[config.mk]
export PLATFORM = sky130hd
export DESIGN_NAME = cl_dmem_port
export DESIGN_NICKNAME = d
export VERILOG_FILES = /design/src/rtl/cl_dmem_port_pkg.sv /design/src/rtl/cl_dmem_lane.sv /design/src/rtl/cl_dmem_port.sv
export SDC_FILE = /design/constraint.sdc
export NUM_CORES = 1
export LEC_CHECK = 0
export ABC_AREA = 1
export BUFFER_PORTS_ARGS = -buffer_cell sky130_fd_sc_hd__buf_2
export CAP_MARGIN = 20
export CELL_PAD_IN_SITES_DETAIL_PLACEMENT = 1
export CELL_PAD_IN_SITES_GLOBAL_PLACEMENT = 1
export CORE_MARGIN = 10
export CORE_UTILIZATION = 36
export DETAILED_ROUTE_END_ITERATION = 10
export GPL_TIMING_DRIVEN = 0
export PLACE_DENSITY_LB_ADDON = 0.1
export SYNTH_ARGS = -nofsm -noshare
export SYNTH_HDL_FRONTEND = slang
export SYNTH_HIERARCHICAL = 1
export SYNTH_SLANG_ARGS = --single-unit
[constraint.sdc]
create_clock -name clk -period 4.05 [get_ports clk]
set_input_delay 0.81 -clock clk [delete_from_list [all_inputs] [get_ports clk]]
set_output_delay 0.81 -clock clk [all_outputs]
set_load 0.005 [all_outputs]
[src/rtl/cl_dmem_port_pkg.sv]
// Shared types for the data-memory port: FSM states, request bundle, byte-lane constants.
// Pure declarations; no latency and no backpressure of its own.
package cl_dmem_port_pkg;

    localparam int DMEM_ADDR_W = 32;
    localparam int DMEM_DATA_W = 32;
    localparam int DMEM_LANES  = 4;

    localparam logic [DMEM_LANES-1:0] LANE_MASK_BYTE0 = 4'b0001;
    localparam logic [DMEM_LANES-1:0] LANE_MASK_WORD  = 4'b1111;

    typedef enum logic [1:0] {
        ST_IDLE,
        ST_REQ,
        ST_WAIT,
        ST_DONE
    } dmem_state_e;

    typedef struct packed {
        logic                   we;
        logic [DMEM_ADDR_W-1:0] addr;
        logic [DMEM_DATA_W-1:0] wdata;
        logic [DMEM_LANES-1:0]  mask;
    } dmem_req_t;

endpackage

[src/rtl/cl_dmem_lane.sv]
// Byte-lane steering: store mask/replicated wdata from the op, load byte extraction from the response.
// Purely combinational, zero latency; no flow control.
module cl_dmem_lane
    import cl_dmem_port_pkg::*;
(
    input  logic                   i_byte,
    input  logic [DMEM_ADDR_W-1:0] i_addr,
    input  logic [DMEM_DATA_W-1:0] i_store_data,
    input  logic                   i_ld_byte,
    input  logic [1:0]             i_ld_boff,
    input  logic [DMEM_DATA_W-1:0] i_resp_data,
    output logic [DMEM_ADDR_W-1:0] o_addr,
    output logic [DMEM_LANES-1:0]  o_mask,
    output logic [DMEM_DATA_W-1:0] o_wdata,
    output logic [DMEM_DATA_W-1:0] o_load_data
);

    logic [7:0] w_resp_byte;

    assign o_addr      = {i_addr[DMEM_ADDR_W-1:2], 2'b00};
    assign w_resp_byte = i_resp_data[{i_ld_boff, 3'b000} +: 8];

    always_comb begin
        o_mask      = LANE_MASK_WORD;
        o_wdata     = i_store_data;
        o_load_data = i_resp_data;
        if (i_byte) begin
            o_mask  = LANE_MASK_BYTE0 << i_addr[1:0];
            o_wdata = {DMEM_LANES{i_store_data[7:0]}};
        end
        if (i_ld_byte) begin
            o_load_data = {{(DMEM_DATA_W-8){1'b0}}, w_resp_byte};
        end
    end

endmodule

[src/rtl/cl_dmem_port.sv]
// Load/store port between execute and data memory; store stalls >=2 cycles, load >=3 with data in the 4th.
// Holds the pipeline while mem_req_ready_i is low or the response is pending; DMEM_MISALIGN_TRAP_EN traps misaligned word ops.
module cl_dmem_port
    import cl_dmem_port_pkg::*;
#(
    parameter int ADDR_W       = DMEM_ADDR_W,
    parameter int DATA_W       = DMEM_DATA_W,
    parameter int RESP_TIMEOUT = 64
) (
    input  logic              clk,
    input  logic              reset_n,
    input  logic              valid_i,
    input  logic              is_load_i,
    input  logic              is_store_i,
    input  logic              is_byte_i,
    input  logic [ADDR_W-1:0] addr_i,
    input  logic [DATA_W-1:0] store_data_i,
    output logic              stall_o,
    output logic              load_valid_o,
    output logic [DATA_W-1:0] load_data_o,
    output logic              err_o,
    output logic              misalign_o,
    output logic              mem_req_valid_o,
    input  logic              mem_req_ready_i,
    output logic              mem_req_we_o,
    output logic [ADDR_W-1:0] mem_req_addr_o,
    output logic [DATA_W-1:0] mem_req_wdata_o,
    output logic [3:0]        mem_req_mask_o,
    input  logic              mem_resp_valid_i,
    input  logic [DATA_W-1:0] mem_resp_data_i
);

    localparam int               CNT_W    = $clog2(RESP_TIMEOUT + 1);
    localparam logic [CNT_W-1:0] CNT_LAST = CNT_W'(RESP_TIMEOUT - 1);

    dmem_state_e       r_state;
    dmem_state_e       w_state_nxt;
    dmem_req_t         r_req;
    logic              r_is_load;
    logic              r_is_byte;
    logic [1:0]        r_boff;
    logic [CNT_W-1:0]  r_cnt;
    logic              r_load_valid;
    logic              r_err;
    logic              r_misalign;
    logic [DATA_W-1:0] r_load_data;

    logic              w_op;
    logic              w_misalign;
    logic              w_timeout;
    logic [ADDR_W-1:0] w_addr;
    logic [3:0]        w_mask;
    logic [DATA_W-1:0] w_wdata;
    logic [DATA_W-1:0] w_load_data;

    assign w_op      = valid_i & (is_load_i | is_store_i);
    assign w_timeout = (r_cnt == CNT_LAST);

`ifdef DMEM_MISALIGN_TRAP_EN
    assign w_misalign = ~is_byte_i & (addr_i[1:0] != 2'b00);
`else
    assign w_misalign = 1'b0;
`endif

    // Store steering is taken from the live inputs at capture; load extraction uses the captured offset.
    cl_dmem_lane u_lane (
        .i_byte       (is_byte_i),
        .i_addr       (addr_i),
        .i_store_data (store_data_i),
        .i_ld_byte    (r_is_byte),
        .i_ld_boff    (r_boff),
        .i_resp_data  (mem_resp_data_i),
        .o_addr       (w_addr),
        .o_mask       (w_mask),
        .o_wdata      (w_wdata),
        .o_load_data  (w_load_data)
    );

    always_comb begin
        w_state_nxt     = r_state;
        stall_o         = 1'b0;
        mem_req_valid_o = 1'b0;
        case (r_state)
            ST_IDLE: begin
                stall_o = w_op;
                if (w_op) begin
                    w_state_nxt = w_misalign ? ST_DONE : ST_REQ;
                end
            end
            ST_REQ: begin
                stall_o         = 1'b1;
                mem_req_valid_o = 1'b1;
                if (mem_req_ready_i) begin
                    w_state_nxt = r_is_load ? ST_WAIT : ST_DONE;
                end
            end
            ST_WAIT: begin
                stall_o = 1'b1;
                if (mem_resp_valid_i || w_timeout) begin
                    w_state_nxt = ST_DONE;
                end
            end
            ST_DONE: w_state_nxt = ST_IDLE;
            default: w_state_nxt = ST_IDLE;
        endcase
    end

    always_ff @(posedge clk) begin
        if (!reset_n) begin
            r_state      <= ST_IDLE;
            r_req        <= '0;
            r_is_load    <= 1'b0;
            r_is_byte    <= 1'b0;
            r_boff       <= 2'b00;
            r_cnt        <= '0;
            r_load_valid <= 1'b0;
            r_err        <= 1'b0;
            r_misalign   <= 1'b0;
            r_load_data  <= '0;
        end else begin
            r_state      <= w_state_nxt;
            r_load_valid <= 1'b0;
            r_err        <= 1'b0;
            r_misalign   <= 1'b0;
            if (r_state == ST_IDLE && w_op) begin
                r_req.we    <= ~is_load_i;
                r_req.addr  <= w_addr;
                r_req.wdata <= is_load_i ? '0 : w_wdata;
                r_req.mask  <= w_mask;
                r_is_load   <= is_load_i;
                r_is_byte   <= is_byte_i;
                r_boff      <= addr_i[1:0];
                r_misalign  <= w_misalign;
            end
            if (r_state == ST_REQ) begin
                r_cnt <= '0;
            end
            // The timeout flag and load data both land in the single DONE cycle as pulses.
            if (r_state == ST_WAIT) begin
                if (mem_resp_valid_i) begin
                    r_load_data  <= w_load_data;
                    r_load_valid <= 1'b1;
                end else if (w_timeout) begin
                    r_err <= 1'b1;
                end else begin
                    r_cnt <= r_cnt + 1'b1;
                end
            end
        end
    end

    assign load_valid_o    = r_load_valid;
    assign load_data_o     = r_load_data;
    assign err_o           = r_err;
    assign misalign_o      = r_misalign;
    assign mem_req_we_o    = r_req.we;
    assign mem_req_addr_o  = r_req.addr;
    assign mem_req_wdata_o = r_req.wdata;
    assign mem_req_mask_o  = r_req.mask;

endmodule

==> metrics, run 1 <==
status=finished clean; drt total wl=18.8 mm; dpl hpwl=14.7 mm; final hold violation count=0; initial antenna violation count=1; synth warn=6; post-CTS setup buffer count=0; unrepaired setup endpoints after global routing=false; top cell family by delay on the critical path=buffers and inverters; Syn Inst Count=784; number of synthesized flops with an enable pin=0; r2r endpoint=load_data_o[24]; Pleak=3.64 nW; worst clock skew=0.00626 ns; Pins Over Slew Limit=0; Logic pwr share=27.7%; Max Cap Viol=0; CTS Hold Buffers Added=0; post-cts resize count=0; synth-to-layout area growth=31.4%; Synth async-reset ratio=0%; CP Class=flop to primary output; commonest non-fill, non-tap cells in the layout=buf_2, nor2_1, nand2_1; TritonCTS Buffers=17; crit path capture type=primary output; max_slew headroom=65.4%; Worst setup SP type=flop; num rows=44; layout filler cell count=1982; Arrival @ worst endpoint=2.13 ns; reg2reg setup slack=2.27 ns; CP required=3.24 ns; critical-path maximum fanout=10; drt wl/cell=16.0 um; CTS tree=built; clock power share=36.7%; number of synthesized register bits=116; CP max stage cell=dfxtp_1; cell-internal power=0.00269 W; Switching Share=32.8%; count of clock tree sinks=116; syn_area_per_cell=6.90 sq um; Hold Crit Start=mem_req_wdata_o[18]; critical path's most frequent cell=buf_2; Worst path depth=8; layout cells sized above 1=29.1%; Peak VDD IR=394 uV; critical path cell sequence=inv_1 -> ha_1 -> inv_2 -> nor2_4 -> clkinv_2 -> buf_2 -> a21oi_1 -> buf_2; sequential share of power=35.6%; Synth cell types=32; core box area=14600 sq um; number of DRC markers in iteration 0=250; CTS Buffer Depth=2; most common flop cell mapped by yosys=dfxtp_1; Setup Viol. Count Final=0; termination of the worst setup path=stall_o; first-pass GRT wire length=29.9 mm; I/O pin cnt=210; fmax=340 MHz; measured slew at the worst slew-check pin=0.519 ns; Initial Util=36.9%; I/O Buffers=178; largest net degree at the start of global routing=17; Layout Nets=1092; worst reg2reg path startpoint=r_state[0]; setup TNS=0 ns; Final Power=0.00401 W; most common cell after layout, fill and taps aside=buf_2; Initial DRT Pass Iterations=4; Worst-path clk slew=0.05 ns; Period minus WS final=2.94 ns; Cell Pwr Density=564 nW/um^2; sequential area share after synthesis=43.0%; CTS root buffer=clkbuf_16; worst r2r path cells=6; Hold Path Class=flop to flop; Final GP Congestion=0.790; WP buf/inv=5; biggest cell delay along the critical path=0.35 ns; Worst Setup SP=r_state[0]; htree depth=4; Vias=5442; Vias per Instance=4.61; Post-Synthesis Cell Area=5410 sq um; ANT nets after route=0; Psw=0.00131 W; Remaining Overflow, GRT=0; Die ar.=20300 sq um; # DRC=0; Die Span Y=143 um; vias in the first global route=5842; Tcrit/Tclk final=72.5%; Die X=143 um; clk_lat worst skew=0.42 ns; GRT Util Overall=18.5%
-- sequential cells by signal (all words and copies together) (netlist names) --
name	cells
mem_req_we_o	1
err_o	1
load_valid_o	1
mem_req_addr_o	32
r_is_byte	1
r_boff	2
mem_req_mask_o	4
mem_req_wdata_o	32
r_is_load	1
r_cnt	7
load_data_o	32
r_state	2
-- per-stage QoR --
step                std cells  hold WS, ns  area [sq um]  utilization (%)  setup slack, ns
detailed placement       1147        0.455          6530             44.6             1.25
finish                   1180        0.461          7100             48.5             1.11
global placement         1147        0.451          6530             44.6             1.24
floorplan                 785        0.456          5410                -             1.78
CTS                      1179        0.464          7100             48.5             1.06
global route             1179        0.478          7100             48.5            0.927
-- cell usage after synthesis (2+ instances only) --
cell	count	share of area, %
nor2_1	185	13
nand2_1	136	9.4
dfxtp_1	116	43
o21ai_0	100	9.3
inv_1	68	4.7
buf_4	46	6.4
a21oi_1	38	3.5
nand3_1	24	2.2
clkbuf_1	18	1.2
buf_2	14	1.3
ha_1	6	1.4
inv_2	4	0.28
nand2_2	4	0.46
clkbuf_8	2	0.51
conb_1	2	0.14
nand3_2	2	0.37
nand4_1	2	0.23
nor2_4	2	0.42
nor3_1	2	0.19
-- worst min-delay path by stage --
stage | to | depth (start not counted)
floorplan | mem_req_we_o | 2
global placement | mem_req_we_o | 2
detailed placement | mem_req_wdata_o[18] | 2
CTS | mem_req_wdata_o[9] | 2
global route | mem_req_wdata_o[28] | 2
finish | mem_req_wdata_o[18] | 2
-- area by class of cell --
type	count	area [sq um]	share of cell area, %
buffer	83	547	7.70
clock buffer	21	460	6.48
inverter	74	279	3.93
tap	184	230	3.24
antenna	1	2.50	0.0352
multi-input combinational	512	2260	31.8
timing repair buffer	178	891	12.5
clock inverter	11	109	1.53
sequential	116	2320	32.7
-- metal layers --
layer  track usage (%)  share of wire [%]  up-vias
met5                 0                  0        -
met4              5.16               0.99        0
met3              8.91                9.4       15
met2              31.2                 48      141
met1              20.4                 42     2482
li1                  -                  -     2804
-- power by group through the flow --
stage | clock network (W) | registers, W | logic (W)
6_report | 0.00147 | 0.00143 | 0.00111
5_1_grt | 0.00155 | 0.00145 | 0.00128
4_1_cts | 0.00149 | 0.00143 | 0.00114
3_5_place_dp | 0 | 0.00145 | 0.00113
3_3_place_gp | 0 | 0.00144 | 0.00111
2_1_floorplan | 0 | 0.00146 | 0.000660
-- tightest hold or removal path: stages, from the launching register on --
cell and delay [ns]:
dfxtp_1 0.30, nand2_1 0.06, a21oi_1 0.05
-- cells by family (layout without fill, tap and decap cells) --
group / after synthesis / after routing / share of synthesized area, %
adders and majority gates: 6 / 6 / 1.39
xor gates and xnor gates: 1 / 1 / 0.162
AOI/OAI and AO/OA: 142 / 142 / 13.5
other: 2 / 4 / 0.139
and+or+nand+nor: 360 / 360 / 26.6
DFF: 116 / 116 / 43.0
buffers and inverters: 157 / 367 / 15.3
No activity file was read; power rests on OpenSTA's default activity.
==> inputs of run 2 (changes only) <==
Settings changed: ABC_AREA 1 to 0, CORE_UTILIZATION 36 to 32.
Clock period 4.05 ns to 2.62 ns, I/O delays scaled along.
==> run 2 against run 1 <==
  * Non-clock buffer count rose by 5
  * Sequential power up 48%
  * Clock skew is essentially flat
  * Synthesized area rose by 3.2%
  * Clock-buffer cell count decreased by 2
  * Highest routed layer unchanged
  * Sequential share of layout area down 1.3 points
  * Clock power is 69% higher
  * Wire length is 4.4% higher
  * Synthesized cell count fell by 9.8%
  * Register-to-register slack worse by 1.5 ns
  * Core utilization shrank 5.5 points
==> metrics, run 2 <==
post-CTS setup buffer count=0; Initial Util=32.5%; htree depth=4; # DRC=0; GRT Util Overall=16.9%; crit path capture type=primary output; Synth cell types=44; most common cell after layout, fill and taps aside=buf_2; Vias per Instance=4.66; design area=7390 sq um; Hold Path Class=input port to flop; Tcrit/Tclk final=92.9%; unrepaired setup endpoints after global routing=false; CTS Buffer Depth=2; initial antenna violation count=0; Die X=152 um; Die Span Y=152 um; number of DRC markers in iteration 0=174; placed instance area=6740 sq um; CP Class=flop to primary output; Period minus WS final=2.43 ns; worst clock skew=0.00649 ns; synth warn=6; Pins Over Slew Limit=0; top cells by count, synth=nand2_1, dfxtp_1, a21oi_1; syn_area_per_cell=7.89 sq um; dpl hpwl=15.6 mm; status=finished clean; CTS root buffer=clkbuf_16; Final GP Congestion=0.848; Max Cap Viol=0; largest net degree at the start of global routing=17; CTS tree=built; Layout Nets=1013; final hold violation count=0; synth-to-layout area growth=32.4%; Vias=5320; count of clock tree sinks=116; Worst setup SP type=flop; TritonCTS Buffers=17; layout filler cell count=2168; hold_ws=0.356 ns; share of the synthesized area in the top cell type=41.6%; cell total after placement=1109; Arrival @ worst endpoint=1.91 ns; most common flop cell mapped by yosys=dfxtp_1; Peak VDD IR=462 uV; CTS Hold Buffers Added=0; setup TNS=0 ns; top cell type by total area after synthesis=dfxtp_1; Syn Inst Count=707; num rows=48; clk_lat worst skew=0.42 ns; critical-path maximum fanout=10; vias in the first global route=5926; Remaining Overflow, GRT=0; drt total wl=19.7 mm; I/O pin cnt=210; top area cells in the synthesized netlist=dfxtp_1, nand2_1, a21oi_1; Finished Layout Cells=1141; Synth async-reset ratio=0%; Pleak=3.36 nW; CP required=2.10 ns; Worst-path clk slew=0.06 ns; Die ar.=23100 sq um; max_slew headroom=63.8%; antenna cells=0; measured slew at the worst slew-check pin=0.543 ns; fmax=411 MHz; drt wl/cell=17.2 um; number of synthesized register bits=116; Setup Viol. Count Final=0; I/O Buffers=176; sequential area share after synthesis=41.6%; layout cells sized above 1=32.1%; commonest non-fill, non-tap cells in the layout=buf_2, nand2_1, dfxtp_1; first-pass GRT wire length=31.9 mm; core box area=17200 sq um; most frequent cell after synthesis=nand2_1; post-cts resize count=1; Post-Synthesis Cell Area=5580 sq um; ANT nets after route=0; Initial DRT Pass Iterations=5; Cell Pwr Density=839 nW/um^2; number of synthesized flops with an enable pin=0
==> run 2: final timing paths <==
path | cells past startpoint | endpoint | start | slack (ns)
setup / recovery | 8 | stall_o | r_state[1] | 0.19
hold / removal | 3 | mem_req_addr_o[3] | addr_i[3] | 0.36
hold reg to reg | 2 | load_data_o[10] | load_data_o[10] | 0.46
setup reg to reg | 6 | load_data_o[15] | r_state[0] | 0.79
==> run 2: report_power, final <==
part           internal (W)  switching (W)
registers           0.00199       0.000137
logic              0.000651       0.000928
clock network       0.00164       0.000859
total               0.00427        0.00192
==> run 2: final cells by class <==
| class | instances | area [sq um] | share of cell area, % |
|---|---|---|---|
| well taps | 225 | 282 | 3.81 |
| clock buffers | 19 | 453 | 6.13 |
| plain buffers | 90 | 593 | 8.03 |
| inverters | 42 | 158 | 2.13 |
| flip-flops and latches | 116 | 2320 | 31.4 |
| clock inverters | 13 | 181 | 2.46 |
| multi-input cells | 460 | 2520 | 34.1 |
| repair buffers | 176 | 881 | 11.9 |
==> run 2: per-stage QoR <==
step	utilization, %	setup slack (ns)	power [W]
after floorplan	-	0.761	0.00312
after global placement	39.3	0.402	0.00369
after detailed placement	39.3	0.340	0.00376
after CTS	43.0	0.0212	0.00630
after global routing	43.0	0.00304	0.00660
final	43.0	0.186	0.00620
==> run 2: logic make-up after synthesis <==
family,after synthesis,synth area share [%]
buffers and inverters,132,13.5
and+or+nand+nor,281,24.4
muxes,9,1.62
DFF,116,41.6
adders and majority gates,6,1.35
other,2,0.135
AOI/OAI and AO/OA,161,17.4
==> run 2: worst max-delay path, stage by stage (launching register included) <==
cell	delay, ns
dfxtp_1	0.34
inv_1	0.15
ha_1	0.26
inv_1	0.10
nor2_4	0.21
buf_6	0.18
nor2_1	0.05
nor2_1	0.08
buf_2	0.13
==> run 2: layer usage <==
layer  GRT usage (%)  part of all wire, %  vias to the layer above
met1            19.6                   44                     2479
met4            5.36                  1.2                        0
met3            6.12                  6.5                       18
met2            28.2                   48                      153
met5               0                    0                        -
li1                -                    -                     2670
